==> src/rtl/ds1302_pkg.sv <==
// Shared constants and FSM state type for the DS1302 transaction scheduler.
package ds1302_pkg;

    localparam logic [7:0] CMD_WR_SEC = 8'h80;
    localparam logic [7:0] CMD_RD_SEC = 8'h81;
    localparam logic [7:0] CMD_WR_MIN = 8'h82;
    localparam logic [7:0] CMD_RD_MIN = 8'h83;
    localparam logic [7:0] CMD_WR_HR  = 8'h84;
    localparam logic [7:0] CMD_RD_HR  = 8'h85;
    localparam logic [7:0] CMD_WR_WP  = 8'h8E;

    // Seconds mask also drops the clock-halt bit; hours mask keeps 24-hour BCD.
    localparam logic [7:0] MASK_SEC_MIN = 8'h7F;
    localparam logic [7:0] MASK_HR      = 8'h3F;

    typedef enum logic [3:0] {
        ST_INIT_WP,
        ST_IDLE,
        ST_RD_SEC,
        ST_RD_MIN,
        ST_RD_HR,
        ST_COMMIT,
        ST_WR_SEC,
        ST_WR_MIN,
        ST_WR_HR,
        ST_ACK
    } state_t;

endpackage

==> src/rtl/ds1302_poll_timer.sv <==
// Free-running poll timer: one-cycle tick every POLL_CYCLES clocks.
module ds1302_poll_timer #(
    parameter int unsigned POLL_CYCLES = 5_000_000
) (
    input  logic clk,
    input  logic rst_n,
    output logic tick
);

    localparam int unsigned    CW     = $clog2(POLL_CYCLES);
    localparam logic [CW-1:0]  RELOAD = CW'(POLL_CYCLES - 1);

    logic [CW-1:0] cnt;

    // Down-counter reloads at terminal count; never paused by the scheduler.
    always_ff @(posedge clk or negedge rst_n) begin
        if (!rst_n)
            cnt <= RELOAD;
        else if (cnt == '0)
            cnt <= RELOAD;
        else
            cnt <= cnt - CW'(1);
    end

    assign tick = (cnt == '0);

endmodule

==> src/rtl/ds1302_sched.sv <==
// DS1302 transaction scheduler: clears write-protect, polls the time
// registers into a coherent snapshot, and gives time-set writes priority.
//
// state      | meaning
// -----------+-----------------------------------------------
// INIT_WP    | write 0x00 to the write-protect register
// IDLE       | wait for a set request or a pending poll
// RD_SEC/MIN/HR | read one time register into its shadow
// COMMIT     | copy shadows to outputs in one cycle
// WR_SEC/MIN/HR | write one latched set value
// ACK        | pulse set_ack, request a refresh read
module ds1302_sched #(
    parameter int unsigned POLL_CYCLES = 5_000_000
) (
    input  logic       clk,
    input  logic       rst_n,
    input  logic       set_req,
    input  logic [7:0] set_sec,
    input  logic [7:0] set_min,
    input  logic [7:0] set_hour,
    output logic       set_ack,
    output logic       xfer_start,
    output logic [7:0] xfer_cmd,
    output logic [7:0] xfer_wdata,
    input  logic       xfer_done,
    input  logic [7:0] xfer_rdata,
    output logic [7:0] second,
    output logic [7:0] minute,
    output logic [7:0] hour,
    output logic       time_valid,
    output logic       busy
);
    import ds1302_pkg::*;

    state_t     state, state_d;
    logic       issued, issued_d;
    logic       start_d;
    logic [7:0] cmd_d, wdata_d;
    logic       poll_pend, tick;
    logic       pend_set, pend_clr, take_set, cap_sec, cap_min, cap_hr, commit;
    logic [7:0] sh_sec, sh_min, sh_hr;
    logic [7:0] set_min_q, set_hr_q;
    logic       done_ok;

    ds1302_poll_timer #(.POLL_CYCLES(POLL_CYCLES)) u_timer (
        .clk   (clk),
        .rst_n (rst_n),
        .tick  (tick)
    );

    // Done only counts in the wait phase (after the start pulse has gone).
    assign done_ok = xfer_done && issued && !xfer_start;
    assign set_ack = (state == ST_ACK);
    assign busy    = (state != ST_IDLE);

    // Next-state logic; each transfer is issued on the edge that enters its state.
    always_comb begin
        state_d  = state;
        issued_d = issued;
        start_d  = 1'b0;
        cmd_d    = xfer_cmd;
        wdata_d  = xfer_wdata;
        pend_set = 1'b0;
        pend_clr = 1'b0;
        take_set = 1'b0;
        cap_sec  = 1'b0;
        cap_min  = 1'b0;
        cap_hr   = 1'b0;
        commit   = 1'b0;
        case (state)
            ST_INIT_WP: begin
                if (!issued) begin
                    start_d  = 1'b1;
                    cmd_d    = CMD_WR_WP;
                    wdata_d  = 8'h00;
                    issued_d = 1'b1;
                end else if (done_ok) begin
                    state_d  = ST_IDLE;
                    issued_d = 1'b0;
                    pend_set = 1'b1;
                end
            end
            ST_IDLE: begin
                if (set_req) begin
                    state_d  = ST_WR_SEC;
                    start_d  = 1'b1;
                    cmd_d    = CMD_WR_SEC;
                    wdata_d  = set_sec & MASK_SEC_MIN;
                    issued_d = 1'b1;
                    take_set = 1'b1;
                end else if (poll_pend) begin
                    state_d  = ST_RD_SEC;
                    start_d  = 1'b1;
                    cmd_d    = CMD_RD_SEC;
                    wdata_d  = 8'h00;
                    issued_d = 1'b1;
                    pend_clr = 1'b1;
                end
            end
            ST_RD_SEC: begin
                if (done_ok) begin
                    cap_sec = 1'b1;
                    state_d = ST_RD_MIN;
                    start_d = 1'b1;
                    cmd_d   = CMD_RD_MIN;
                end
            end
            ST_RD_MIN: begin
                if (done_ok) begin
                    cap_min = 1'b1;
                    state_d = ST_RD_HR;
                    start_d = 1'b1;
                    cmd_d   = CMD_RD_HR;
                end
            end
            ST_RD_HR: begin
                if (done_ok) begin
                    cap_hr   = 1'b1;
                    state_d  = ST_COMMIT;
                    issued_d = 1'b0;
                end
            end
            ST_COMMIT: begin
                commit  = 1'b1;
                state_d = ST_IDLE;
            end
            ST_WR_SEC: begin
                if (done_ok) begin
                    state_d = ST_WR_MIN;
                    start_d = 1'b1;
                    cmd_d   = CMD_WR_MIN;
                    wdata_d = set_min_q;
                end
            end
            ST_WR_MIN: begin
                if (done_ok) begin
                    state_d = ST_WR_HR;
                    start_d = 1'b1;
                    cmd_d   = CMD_WR_HR;
                    wdata_d = set_hr_q;
                end
            end
            ST_WR_HR: begin
                if (done_ok) begin
                    state_d  = ST_ACK;
                    issued_d = 1'b0;
                end
            end
            ST_ACK: begin
                pend_set = 1'b1;
                state_d  = ST_IDLE;
            end
            default: begin
                state_d  = ST_INIT_WP;
                issued_d = 1'b0;
            end
        endcase
    end

    // FSM state and the registered engine request outputs.
    always_ff @(posedge clk or negedge rst_n) begin
        if (!rst_n) begin
            state      <= ST_INIT_WP;
            issued     <= 1'b0;
            xfer_start <= 1'b0;
            xfer_cmd   <= 8'h00;
            xfer_wdata <= 8'h00;
        end else begin
            state      <= state_d;
            issued     <= issued_d;
            xfer_start <= start_d;
            xfer_cmd   <= cmd_d;
            xfer_wdata <= wdata_d;
        end
    end

    // Poll flag, set latches, shadow registers and the committed snapshot.
    always_ff @(posedge clk or negedge rst_n) begin
        if (!rst_n) begin
            poll_pend  <= 1'b0;
            set_min_q  <= 8'h00;
            set_hr_q   <= 8'h00;
            sh_sec     <= 8'h00;
            sh_min     <= 8'h00;
            sh_hr      <= 8'h00;
            second     <= 8'h00;
            minute     <= 8'h00;
            hour       <= 8'h00;
            time_valid <= 1'b0;
        end else begin
            // A tick arriving while the flag is pending is dropped, including
            // the one that lands on the edge that consumes the flag.
            if (pend_clr)
                poll_pend <= 1'b0;
            else if (tick || pend_set)
                poll_pend <= 1'b1;
            if (take_set) begin
                set_min_q <= set_min;
                set_hr_q  <= set_hour;
            end
            if (cap_sec) sh_sec <= xfer_rdata & MASK_SEC_MIN;
            if (cap_min) sh_min <= xfer_rdata & MASK_SEC_MIN;
            if (cap_hr)  sh_hr  <= xfer_rdata & MASK_HR;
            if (commit) begin
                second     <= sh_sec;
                minute     <= sh_min;
                hour       <= sh_hr;
                time_valid <= 1'b1;
            end
        end
    end

endmodule

==> config.mk <==
export PLATFORM = sky130hd
export DESIGN_NAME = ds1302_sched
export DESIGN_NICKNAME = d
export VERILOG_FILES = /design/src/rtl/ds1302_pkg.sv /design/src/rtl/ds1302_poll_timer.sv /design/src/rtl/ds1302_sched.sv
export SDC_FILE = /design/constraint.sdc
export NUM_CORES = 1
export LEC_CHECK = 0
export ABC_AREA = 1
export CORE_ASPECT_RATIO = 1.2
export CORE_MARGIN = 10
export CORE_UTILIZATION = 52
export CTS_BUF_LIST = sky130_fd_sc_hd__clkbuf_16
export DETAILED_ROUTE_END_ITERATION = 10
export PLACE_DENSITY_LB_ADDON = 0.05
export REMOVE_ABC_BUFFERS = 1
export SYNTH_ARGS = -nofsm -noshare
export SYNTH_HDL_FRONTEND = slang
export SYNTH_SLANG_ARGS = --single-unit
==> constraint.sdc <==
create_clock -name clk -period 2.03 [get_ports clk]
set_input_delay 0.203 -clock clk [delete_from_list [all_inputs] [get_ports clk]]
set_output_delay 0.203 -clock clk [all_outputs]
set_load 0.02 [all_outputs]
==> results of run 1 <==
## power by group through the flow
stage | Sequential (µW) | Combinational [µW] | Clock [µW]
6_report | 1990 | 131 | 1640
5_1_grt | 1990 | 147 | 1760
4_1_cts | 1990 | 135 | 1670
3_5_place_dp | 2030 | 133 | 0
3_3_place_gp | 2030 | 132 | 0
2_1_floorplan | 2030 | 15.3 | 0
## registers in the layout, indices dropped and copies added (netlist names), 7 cells and up
name / count
set_hr_q: 8
minute: 7
sh_min: 7
set_min_q: 8
second: 7
u_timer.cnt: 23
sh_sec: 7
xfer_wdata: 8
## cells in the mapped netlist (3+ instances only)
| library cell | number |
|---|---|
| sky130_fd_sc_hd__dfrtp_1 | 87 |
| sky130_fd_sc_hd__mux2_1 | 4 |
| sky130_fd_sc_hd__nand2_1 | 188 |
| sky130_fd_sc_hd__mux2_2 | 16 |
| sky130_fd_sc_hd__buf_2 | 5 |
| sky130_fd_sc_hd__o21ai_0 | 35 |
| sky130_fd_sc_hd__inv_2 | 4 |
| sky130_fd_sc_hd__nand3_1 | 50 |
| sky130_fd_sc_hd__nor3_1 | 3 |
| sky130_fd_sc_hd__dfstp_2 | 13 |
| sky130_fd_sc_hd__a21oi_1 | 4 |
| sky130_fd_sc_hd__buf_6 | 3 |
| sky130_fd_sc_hd__nor2_1 | 71 |
| sky130_fd_sc_hd__buf_4 | 8 |
| sky130_fd_sc_hd__inv_1 | 42 |
| sky130_fd_sc_hd__nand4_1 | 16 |
| sky130_fd_sc_hd__nor2_4 | 4 |
## stage by stage
stage          setup slack, ns  power (µW)
2_1_floorplan            0.465        2050
3_3_place_gp             0.273        2160
3_5_place_dp             0.250        2160
4_1_cts                0.00336        3800
5_1_grt                  0.196        3900
6_report                 0.254        3770
## worst min-delay path by stage
| stage | slack [ns] | end | from | depth (start not counted) |
|---|---|---|---|---|
| final | 0.35 | u_timer.cnt[15]$_DFF_PN0_ | rst_n | 2 |
| after global routing | 0.39 | set_min_q[5]$_DFFE_PN0P_ | set_min[5] | 3 |
| after CTS | 0.37 | u_timer.cnt[15]$_DFF_PN0_ | rst_n | 2 |
| after detailed placement | 0.20 | u_timer.cnt[16]$_DFF_PN0_ | rst_n | 1 |
| after global placement | 0.18 | u_timer.cnt[16]$_DFF_PN0_ | rst_n | 1 |
| after floorplan | -0.09 | hour[0]$_DFFE_PN0P_ | rst_n | 0 |
## cell type report
type / count / area share
flip-flops and latches: 100 / 0.426
clock inverters: 7 / 0.00950
clock buffers: 9 / 0.0380
inverters: 46 / 0.0291
multi-input cells: 418 / 0.335
well taps: 120 / 0.0253
repair buffers: 83 / 0.137
## cells by family (layout without fill, tap and decap cells)
group	after synthesis	count (layout)	share of synthesized area
AO/OA/AOI/OAI	43	43	0.0465
XOR/XNOR	3	3	0.00549
adder cells (fa/ha/maj)	2	2	0.00522
buffers and inverters	66	145	0.0642
flip-flops	100	100	0.526
multiplexers	20	20	0.0470
other	1	7	0.000783
AND/OR/NAND/NOR	343	343	0.305
## per-layer routing
| layer | wire length, µm | track usage | part of all wire | vias to the layer above |
|---|---|---|---|---|
| li1 | - | - | - | 2004 |
| met1 | 4800 | 0.204 | 0.42 | 1901 |
| met2 | 5840 | 0.295 | 0.51 | 84 |
| met3 | 568 | 0.0427 | 0.050 | 17 |
| met4 | 171 | 0.0638 | 0.015 | 0 |
| met5 | 0 | 0 | 0 | - |
## what timing repair did
action | in CTS | in global routing
endpoints found under the setup margin | 2 | 1
gates cloned | 0 | 0
gates resized for setup | 4 | 1
hold endpoints to repair | 21 | 0
hold buffers | 1 | 0
==> metrics, run 1 <==
status=complete, no violations; via count normalized by instance count=between 5 and 6; I/O pin count=80; worst min path class=in2async; area of the multi-input gates=about 2000 µm²; area leader, netlist=sky130_fd_sc_hd__dfrtp_1; number of cells produced by synthesis=about 580; part of the power in combinational logic=0.035; post-synthesis sequential area ratio=0.526; sequential share of power=0.529; Post-synth EDFFs=0; routed length per instance=between 10 and 15 µm; worst flop-to-flop path endpoint=second[6]$_DFFE_PN0P_; fraction of registers with async set/reset=1.00; clock slew at reported path FFs=about 0.070 ns; post-route worst hold slack=approximately 0.35 ns; cell type group with the largest total delay on the critical path=buffers and inverters; fin crit share=0.875; Final Instance Count excl. Fillers=roughly 780; final routed DRC violation total=0; IR drop worst, VDD=roughly 0.34 mV; cts bufs inserted=9; antenna violations before repair=0; die outline area=between 10000 and 15000 µm²; normalized max-slew margin=0.659; critical path, cell by cell=inv_2 -> nand3_1 -> inv_1 -> dlygate4sd2_1; sum of net half-perimeters after detailed placement=~8.5 mm; Cells after DPL=766; RR Startpoint=state[0]$_DFFE_PN0P_; final global-route overflow total=0; starting density of the core=0.530; reg-to-reg setup timing slack=approximately 0.32 ns; CP Capture Type=output port; number of distinct standard cells referenced by the synthesized netlist=35; launch point of the worst path=state[2]$_DFFE_PN0P_; power per standard cell area=about 640 nW/µm²; antenna diode count=0; Yosys warnings=0; Sum Neg Setup Slack=0 ns; stages on the worst setup path=4; total global-route track usage=0.173; Avg Synthesized Cell Area=around 8.3 µm²; slowest cell on the critical path=sky130_fd_sc_hd__dfrtp_1; worst setup path end=set_ack; Least-Margin Pin Slew=0.510 ns; Final Max Tran Viols=0; Net Sw Frac=0.229; remaining antenna violation count=0; placer's final routability congestion estimate=a little over 0.9; commonest non-fill, non-tap cell in the layout=sky130_fd_sc_hd__nand2_1; biggest area contributors in the synthesized netlist=sky130_fd_sc_hd__dfrtp_1 45%, sky130_fd_sc_hd__nand2_1 15%, sky130_fd_sc_hd__dfstp_2 7.1%; Hold Violations, Final=0; total leakage power=about 0.003 µW; Achievable Freq=563 MHz; flip-flop and latch count after synthesis=100; clock root cell=sky130_fd_sc_hd__clkbuf_16; cell area after synthesis=4790 µm²; slowest cell delay on critical path=slightly below 0.5 ns; share of post-route cells with drive strength above 1=0.115; global-route wire length before repair=19.2 mm; post-route cell area=~5900 µm²; proportion of power drawn by the clock network=0.436; Port Buffers=70; std cell rows=38; P_int=2900 µW; Post CTS Setup Buffer Count=0; total net switching power=~860 µW; sum of routed wire length over all layers=around 11 mm; dominant register cell in the synthesized netlist=sky130_fd_sc_hd__dfrtp_1; commonest cells after routing, fill and taps aside=188 x sky130_fd_sc_hd__nand2_1, 84 x sky130_fd_sc_hd__dfrtp_1, 71 x sky130_fd_sc_hd__nor2_1, 67 x sky130_fd_sc_hd__clkdlybuf4s50_1, 50 x sky130_fd_sc_hd__nand3_1; final core utilization=0.656; area growth from synthesis to layout=23.7%; fillcell total=between 700 and 800; Via Count=around 4000; setup-violating endpoint count in the final report=0; type of the worst setup path=reg2out; clock latency on the worst-skew pair=0.35 ns; Die Span Y=roughly 130 µm; unrepaired setup endpoints after global routing=false; number of sinks handled by clock tree synthesis=100; type of element launching the critical path=flop; pin count of the biggest net entering global routing=38; number of violations reported at the end of detailed-routing iteration 0=201; length in cells of the worst reg-to-reg path=5; Setup Skew=~0.0084 ns; required time at the worst-slack endpoint=between 1.5 and 2 ns; CTS Buffer Depth=2; Seq. cell area=approximately 2500 µm²; via count of the first global-routing pass=about 4000; number of nets in the layout=just under 700; H-tree levels=3; total placed instance area=~5600 µm²; endpoint arrival time on the critical path=1.57 ns; Core Region=around 9000 µm²; clock tree from TritonCTS=built; maximum fanout count along the critical path=6; Max-Cap Viols=0; Buf/Inv on CP=3; die boundary width=108 µm; number of search-and-repair iterations in the first detailed-routing pass=4; top-area cell type share of the netlist area=0.454; final critical delay including setup and external delays=around 1.8 ns
Power figures use the tool's default switching activity.
==> run 2, diff against run 1 <==
Settings changed: CELL_PAD_IN_SITES_DETAIL_PLACEMENT from default to 1, CELL_PAD_IN_SITES_GLOBAL_PLACEMENT from default to 1, CORE_UTILIZATION 52 to 40, PLACE_DENSITY_LB_ADDON 0.05 to 0.1, SLEW_MARGIN from default to 20.
==> metrics, run 2 (same netlist as run 1, synthesis figures left out) <==
Most flops, register=u_timer.cnt; Hold Violations, Final=0 (unchanged); via count normalized by instance count=5.02 (-1.9%); IR drop worst, VDD=0.460 mV (+34%); type of element launching the critical path=flop; std cell rows=43 (+13%); total leakage power=0.00302 µW (+1.2%); Max-Cap Viols=0 (unchanged); setup-violating endpoint count in the final report=0 (unchanged); global-route wire length before repair=22.5 mm (+17%); Setup Skew=0.00598 ns (-0.00246 ns); antenna violations before repair=0 (unchanged); reg-to-reg setup timing slack=0.25 ns (-0.07 ns); commonest cells after routing, fill and taps aside=188 x sky130_fd_sc_hd__nand2_1, 86 x sky130_fd_sc_hd__dfrtp_1, 71 x sky130_fd_sc_hd__nor2_1, 67 x sky130_fd_sc_hd__clkdlybuf4s50_1, 50 x sky130_fd_sc_hd__nand3_1; Least-Margin Pin Slew=0.561 ns (+0.0506 ns); sum of net half-perimeters after detailed placement=10.3 mm (+22%); fin crit share=0.877 (+0.00165); Die Span Y=140 µm (+12%); worst setup path end=second[0]$_DFFE_PN0P_; normalized max-slew margin=0.625 (-0.0338); post-route worst hold slack=0.282 ns (-0.0706 ns); Achievable Freq=562 MHz (-0.19%); required time at the worst-slack endpoint=2.26 ns (+0.43 ns); worst min path class=in2async; clock slew at reported path FFs=0.07 ns (about the same); CP Capture Type=flop; Port Buffers=70 (unchanged); launch point of the worst path=state[1]$_DFFE_PN0P_; clock tree from TritonCTS=built; number of sinks handled by clock tree synthesis=100 (unchanged); number of search-and-repair iterations in the first detailed-routing pass=4 (unchanged); RR Startpoint=state[1]$_DFFE_PN0P_; CTS Buffer Depth=2 (unchanged); antenna diode count=0 (unchanged); H-tree levels=3 (unchanged); routed length per instance=16.4 µm (+13%); area growth from synthesis to layout=25.9%; type of the worst setup path=reg2reg; number of nets in the layout=699 (+0.43%); pin count of the biggest net entering global routing=45 (+18%); Final Power=4000 µW (+6.4%); starting density of the core=0.412 (-0.118); via count of the first global-routing pass=4492 (+11%); final routed DRC violation total=0 (unchanged); power per standard cell area=664 nW/µm² (+4.5%); endpoint arrival time on the critical path=2.01 ns (+0.44 ns); Via Count=4129 (+3.1%); maximum fanout count along the critical path=21 (+15); Core Region=11600 µm² (+29%); sum of routed wire length over all layers=13.5 mm (+19%); number of violations reported at the end of detailed-routing iteration 0=211 (+5.0%); Final Max Tran Viols=0 (unchanged); total global-route track usage=0.164 (-0.00894); commonest non-fill, non-tap cell in the layout=sky130_fd_sc_hd__nand2_1; clock latency on the worst-skew pair=0.35 ns (about the same); worst flop-to-flop path endpoint=second[0]$_DFFE_PN0P_; remaining antenna violation count=0 (unchanged); clock root cell=sky130_fd_sc_hd__clkbuf_16; Sum Neg Setup Slack=0 ns (unchanged); length in cells of the worst reg-to-reg path=4 (-1); Final Instance Count excl. Fillers=823 (+5.1%); status=complete, no violations; die boundary width=120 µm (+11%); I/O pin count=80 (unchanged); final critical delay including setup and external delays=1.78 ns (+0.00335 ns); cts bufs inserted=9 (unchanged); share of post-route cells with drive strength above 1=0.113 (-0.00202); final global-route overflow total=0 (unchanged); unrepaired setup endpoints after global routing=false; placer's final routability congestion estimate=0.883 (-5.3%); max reg flops=23 (unchanged); Cells after DPL=806 (+5.2%); die outline area=16800 µm² (+25%); Post CTS Setup Buffer Count=0 (unchanged)
-- run 2: cell types whose count changed in the layout (fill, tap and decap cells not counted) --
cell	before	now
sky130_fd_sc_hd__clkinv_1	0	2
sky130_fd_sc_hd__bufinv_16	0	2
sky130_fd_sc_hd__dfrtp_1	84	86
sky130_fd_sc_hd__buf_4	12	15
sky130_fd_sc_hd__dfrtp_2	3	1
sky130_fd_sc_hd__clkinv_2	2	0
sky130_fd_sc_hd__clkinv_4	2	0
-- run 2: timing repair --
action,CTS,global route
setup endpoints to repair,2,1
hold buffers,1,0
hold endpoints to repair,13,0
resized for setup,2,1
pin swaps,0,0
-- run 2: critical path, cell delays in order (launching register included) --
cell                      delay, ns
sky130_fd_sc_hd__dfrtp_1       0.48
sky130_fd_sc_hd__nor2_4        0.20
sky130_fd_sc_hd__buf_4         0.20
sky130_fd_sc_hd__nand2_2       0.34
sky130_fd_sc_hd__mux2_1        0.44
-- run 2: how the worst min path moves through the flow --
stage                      from                    end  slack [ns]
after global routing      rst_n   sh_hr[2]$_DFFE_PN0P_        0.32
after global placement    rst_n  second[0]$_DFFE_PN0P_        0.08
final                     rst_n  second[0]$_DFFE_PN0P_        0.28
after detailed placement  rst_n  second[0]$_DFFE_PN0P_        0.08
after floorplan           rst_n    hour[0]$_DFFE_PN0P_       -0.09
after CTS                 rst_n   sh_hr[2]$_DFFE_PN0P_        0.29
-- run 2: per-layer routing --
metal	wire length [µm]	vias up	global-route usage
li1	-	2012	-
met1	5380	2036	0.170
met2	7420	63	0.313
met3	483	18	0.0372
met4	231	0	0.0534
met5	0	-	0
-- run 2: area by class of cell --
class	instances	area (µm²)
fillers	1394	5590
flip-flops and latches	100	2520
multi-input cells	418	1990
repair buffers	86	835
clock buffers	9	225
well taps	157	196
inverters	46	173
clock inverters	7	96.3
-- run 2: power breakdown --
part           switching, µW  internal (µW)
sequential                 0           1990
clock                    784           1090
combinational           73.3           64.7
-- run 2: through the flow --
step / instance area [µm²] / setup WS [ns] / util
floorplan: 4680 / 0.465 / -
global placement: 5700 / 0.273 / 0.490
detailed placement: 5700 / 0.227 / 0.490
CTS: 6030 / 0.00102 / 0.519
global route: 6030 / 0.140 / 0.519
finish: 6030 / 0.251 / 0.519
==> run 3, diff against run 2 <==
Settings changed: ABC_AREA 1 to 0, CORE_UTILIZATION 40 to 35, CTS_BUF_LIST sky130_fd_sc_hd__clkbuf_16 to sky130_fd_sc_hd__clkbuf_8.
==> metrics, run 3 <==
number of sinks handled by clock tree synthesis=100 (unchanged); power per standard cell area=594 nW/µm² (-11%); Buf/Inv on CP=2 (+1); Net Sw Frac=0.242 (+0.0281); part of the power in combinational logic=0.044 (+0.010); total placed instance area=5540 µm² (-2.8%); Final Max Tran Viols=0 (unchanged); final routed DRC violation total=0 (unchanged); worst setup path end=busy; highest routing layer actually used=met4; Final Instance Count excl. Fillers=628 (-24%); total leakage power=0.00261 µW (-14%); area leader, netlist=sky130_fd_sc_hd__dfrtp_1; number of search-and-repair iterations in the first detailed-routing pass=4 (unchanged); area growth from synthesis to layout=26.7%; IR drop worst, VDD=0.288 mV (-37%); final critical delay including setup and external delays=1.96 ns (+0.185 ns); Port Buffers=70 (unchanged); antenna diode count=0 (unchanged); cell area after synthesis=4540 µm² (-5.2%); type of the worst setup path=reg2out; stages on the worst setup path=3 (-1); final global-route overflow total=0 (unchanged); max reg flops=23 (unchanged); pin count of the biggest net entering global routing=53 (+18%); number of nets in the layout=497 (-29%); critical path, cell by cell=or4b_1 -> buf_4 -> clkdlybuf4s15_2; clock slew at reported path FFs=0.10 ns (+0.03 ns); CTS Buffer Depth=2 (unchanged); leading post-synthesis cells by instance count=87 x sky130_fd_sc_hd__dfrtp_1, 58 x sky130_fd_sc_hd__mux2_2, 27 x sky130_fd_sc_hd__nand2_1; flip-flop and latch count after synthesis=100 (unchanged); fraction of registers with async set/reset=1.00 (unchanged); cell type group with the largest total delay on the critical path=simple AND/OR/NAND/NOR gates; starting density of the core=0.359 (-0.0537); Max-Cap Viols=0 (unchanged); worst flop-to-flop path endpoint=set_hr_q[1]$_DFFE_PN0P_; commonest non-fill, non-tap cell in the layout=sky130_fd_sc_hd__dfrtp_1; slowest cell delay on critical path=0.52 ns (+0.04 ns); number of violations reported at the end of detailed-routing iteration 0=78 (-63%); slowest cell on the critical path=sky130_fd_sc_hd__or4b_1; fillcell total=1352 (-3.0%); sequential share of power=0.590 (+0.093); endpoint arrival time on the critical path=1.76 ns (-0.25 ns); Cells after DPL=611 (-24%); Avg Synthesized Cell Area=12.2 µm² (+47%); cts bufs inserted=9 (unchanged); via count of the first global-routing pass=3413 (-24%); met3 WL=503 µm (+4.1%); H-tree levels=3 (unchanged); launch point of the worst path=state[1]$_DFFE_PN0P_; WL met1=4.35 mm (-19%); remaining antenna violation count=0 (unchanged); maximum fanout count along the critical path=5 (-76%); Achievable Freq=509 MHz (-9.4%); placer's final routability congestion estimate=0.758 (-14%); top-area cell type share of the netlist area=0.479 (+0.0249); worst min path class=in2async; RR Startpoint=state[1]$_DFFE_PN0P_; share of post-route cells with drive strength above 1=0.278 (+0.165); sum of net half-perimeters after detailed placement=7.68 mm (-26%); dominant register cell in the synthesized netlist=sky130_fd_sc_hd__dfrtp_1; I/O pin count=80 (unchanged); clock tree from TritonCTS=built; total global-route track usage=0.120 (-0.0439); length in cells of the worst reg-to-reg path=4 (unchanged); global-route wire length before repair=17.2 mm (-24%); routed length on met2=5.45 mm (-27%); unrepaired setup endpoints after global routing=true; P_int=2590 µW (-18%); proportion of power drawn by the clock network=0.366 (-0.102); Die Span Y=145 µm (+3.5%); antenna violations before repair=0 (unchanged); Core Region=12700 µm² (+9.0%); Hold Violations, Final=0 (unchanged); number of distinct standard cells referenced by the synthesized netlist=51 (+46%); required time at the worst-slack endpoint=1.83 ns (-0.43 ns); dominant cell by count in the synthesized netlist=sky130_fd_sc_hd__dfrtp_1; Post-synth EDFFs=0 (unchanged); Most flops, register=u_timer.cnt; clock latency on the worst-skew pair=0.37 ns (+0.02 ns); routed length per instance=16.6 µm (+1.3%); type of element launching the critical path=flop; total net switching power=828 µW (-3.5%); setup-violating endpoint count in the final report=0 (unchanged); sum of routed wire length over all layers=10.4 mm (-23%); CP Capture Type=output port; Via Count=3168 (-23%); fin crit share=0.968 (+0.0911); biggest area contributors in the synthesized netlist=sky130_fd_sc_hd__dfrtp_1 48%, sky130_fd_sc_hd__mux2_2 14%, sky130_fd_sc_hd__dfstp_2 7.5%; via count normalized by instance count=5.04 (+0.55%); post-synthesis sequential area ratio=0.555 (+0.0288); post-route worst hold slack=0.313 ns (+0.0304 ns); clock root cell=sky130_fd_sc_hd__clkbuf_8; die boundary width=124 µm (+3.4%); Setup Skew=0.00772 ns (+0.00174 ns); reg-to-reg setup timing slack=0.08 ns (-0.17 ns); post-route cell area=5760 µm² (-4.6%); Post CTS Setup Buffer Count=0 (unchanged); status=complete, no violations; std cell rows=45 (+4.7%); commonest cells after routing, fill and taps aside=87 x sky130_fd_sc_hd__dfrtp_1, 67 x sky130_fd_sc_hd__clkdlybuf4s50_1, 57 x sky130_fd_sc_hd__mux2_2, 27 x sky130_fd_sc_hd__nand2_1, 23 x sky130_fd_sc_hd__nor2_1; number of cells produced by synthesis=372 (-36%); Yosys warnings=0 (unchanged); die outline area=18000 µm² (+7.0%)
run 3: cell types whose count changed after synthesis, moves of 26 or more:
| cell | delta |
|---|---|
| sky130_fd_sc_hd__inv_1 | -34 |
| sky130_fd_sc_hd__mux2_2 | +42 |
| sky130_fd_sc_hd__nand2_1 | -161 |
| sky130_fd_sc_hd__nand3_1 | -41 |
| sky130_fd_sc_hd__nor2_1 | -47 |
| sky130_fd_sc_hd__o21ai_0 | -26 |
run 3: logic make-up (layout without fill, tap and decap cells):
family / count (synthesis) / count (layout) / share of synthesized area
buf+inv: 33 / 119 / 0.0397
compound gates: 41 / 41 / 0.0598
other cells: 1 / 7 / 0.000826
xor+xnor: 10 / 10 / 0.0193
mux: 78 / 78 / 0.190
simple gates: 107 / 107 / 0.130
fa+ha+maj: 2 / 2 / 0.00551
flops: 100 / 100 / 0.555
run 3: how the worst min path moves through the flow:
stage	cells after the start	slack, ns	startpoint	endpoint
CTS	2	0.32	rst_n	u_timer.cnt[16]$_DFF_PN0_
global placement	1	0.18	rst_n	u_timer.cnt[16]$_DFF_PN0_
detailed placement	1	0.19	rst_n	u_timer.cnt[16]$_DFF_PN0_
floorplan	0	-0.09	rst_n	hour[0]$_DFFE_PN0P_
global route	2	0.35	rst_n	u_timer.cnt[16]$_DFF_PN0_
finish	2	0.31	rst_n	u_timer.cnt[16]$_DFF_PN0_
run 3: metrics by stage:
stage          utilization  setup TNS, ns  setup slack (ns)  power, µW
2_1_floorplan            -         -14.98            -0.351       2090
3_3_place_gp         0.437              0            0.0398       2200
3_5_place_dp         0.437         -0.134           -0.0302       2210
4_1_cts              0.453              0            0.0374       3490
5_1_grt              0.454      -0.000795         -0.000795       3580
6_report             0.454              0            0.0658       3420
run 3: area by class of cell:
class                      count  area (µm²)  share of cell area
clock buffer                  10         138              0.0239
clock inverter                 6        56.3             0.00978
inverter                       8        30.0             0.00522
multi-input combinational    245        1880               0.327
sequential                   100        2520               0.438
tap                          164         205              0.0357
timing repair buffer          95         926               0.161
run 3: repair_timing:
item / CTS / global route
setup endpoints to repair: 2 / 5
hold buffers: 1 / 0
gates resized for setup: 4 / 3
gates cloned: 0 / 0
hold endpoints to repair: 21 / 0
run 3: metal layers:
layer / global-route usage / up-vias
met3: 0.0302 / 9
met4: 0.0419 / 0
li1: - / 1480
met2: 0.207 / 50
met5: 0 / -
met1: 0.141 / 1629
run 3: power by group through the flow:
| stage | clock [µW] | sequential, µW | combinational (µW) |
|---|---|---|---|
| finish | 1250 | 2020 | 151 |
| global route | 1390 | 2020 | 168 |
| CTS | 1320 | 2020 | 155 |
| detailed placement | 0 | 2050 | 154 |
| global placement | 0 | 2050 | 151 |
| floorplan | 0 | 2050 | 32.9 |
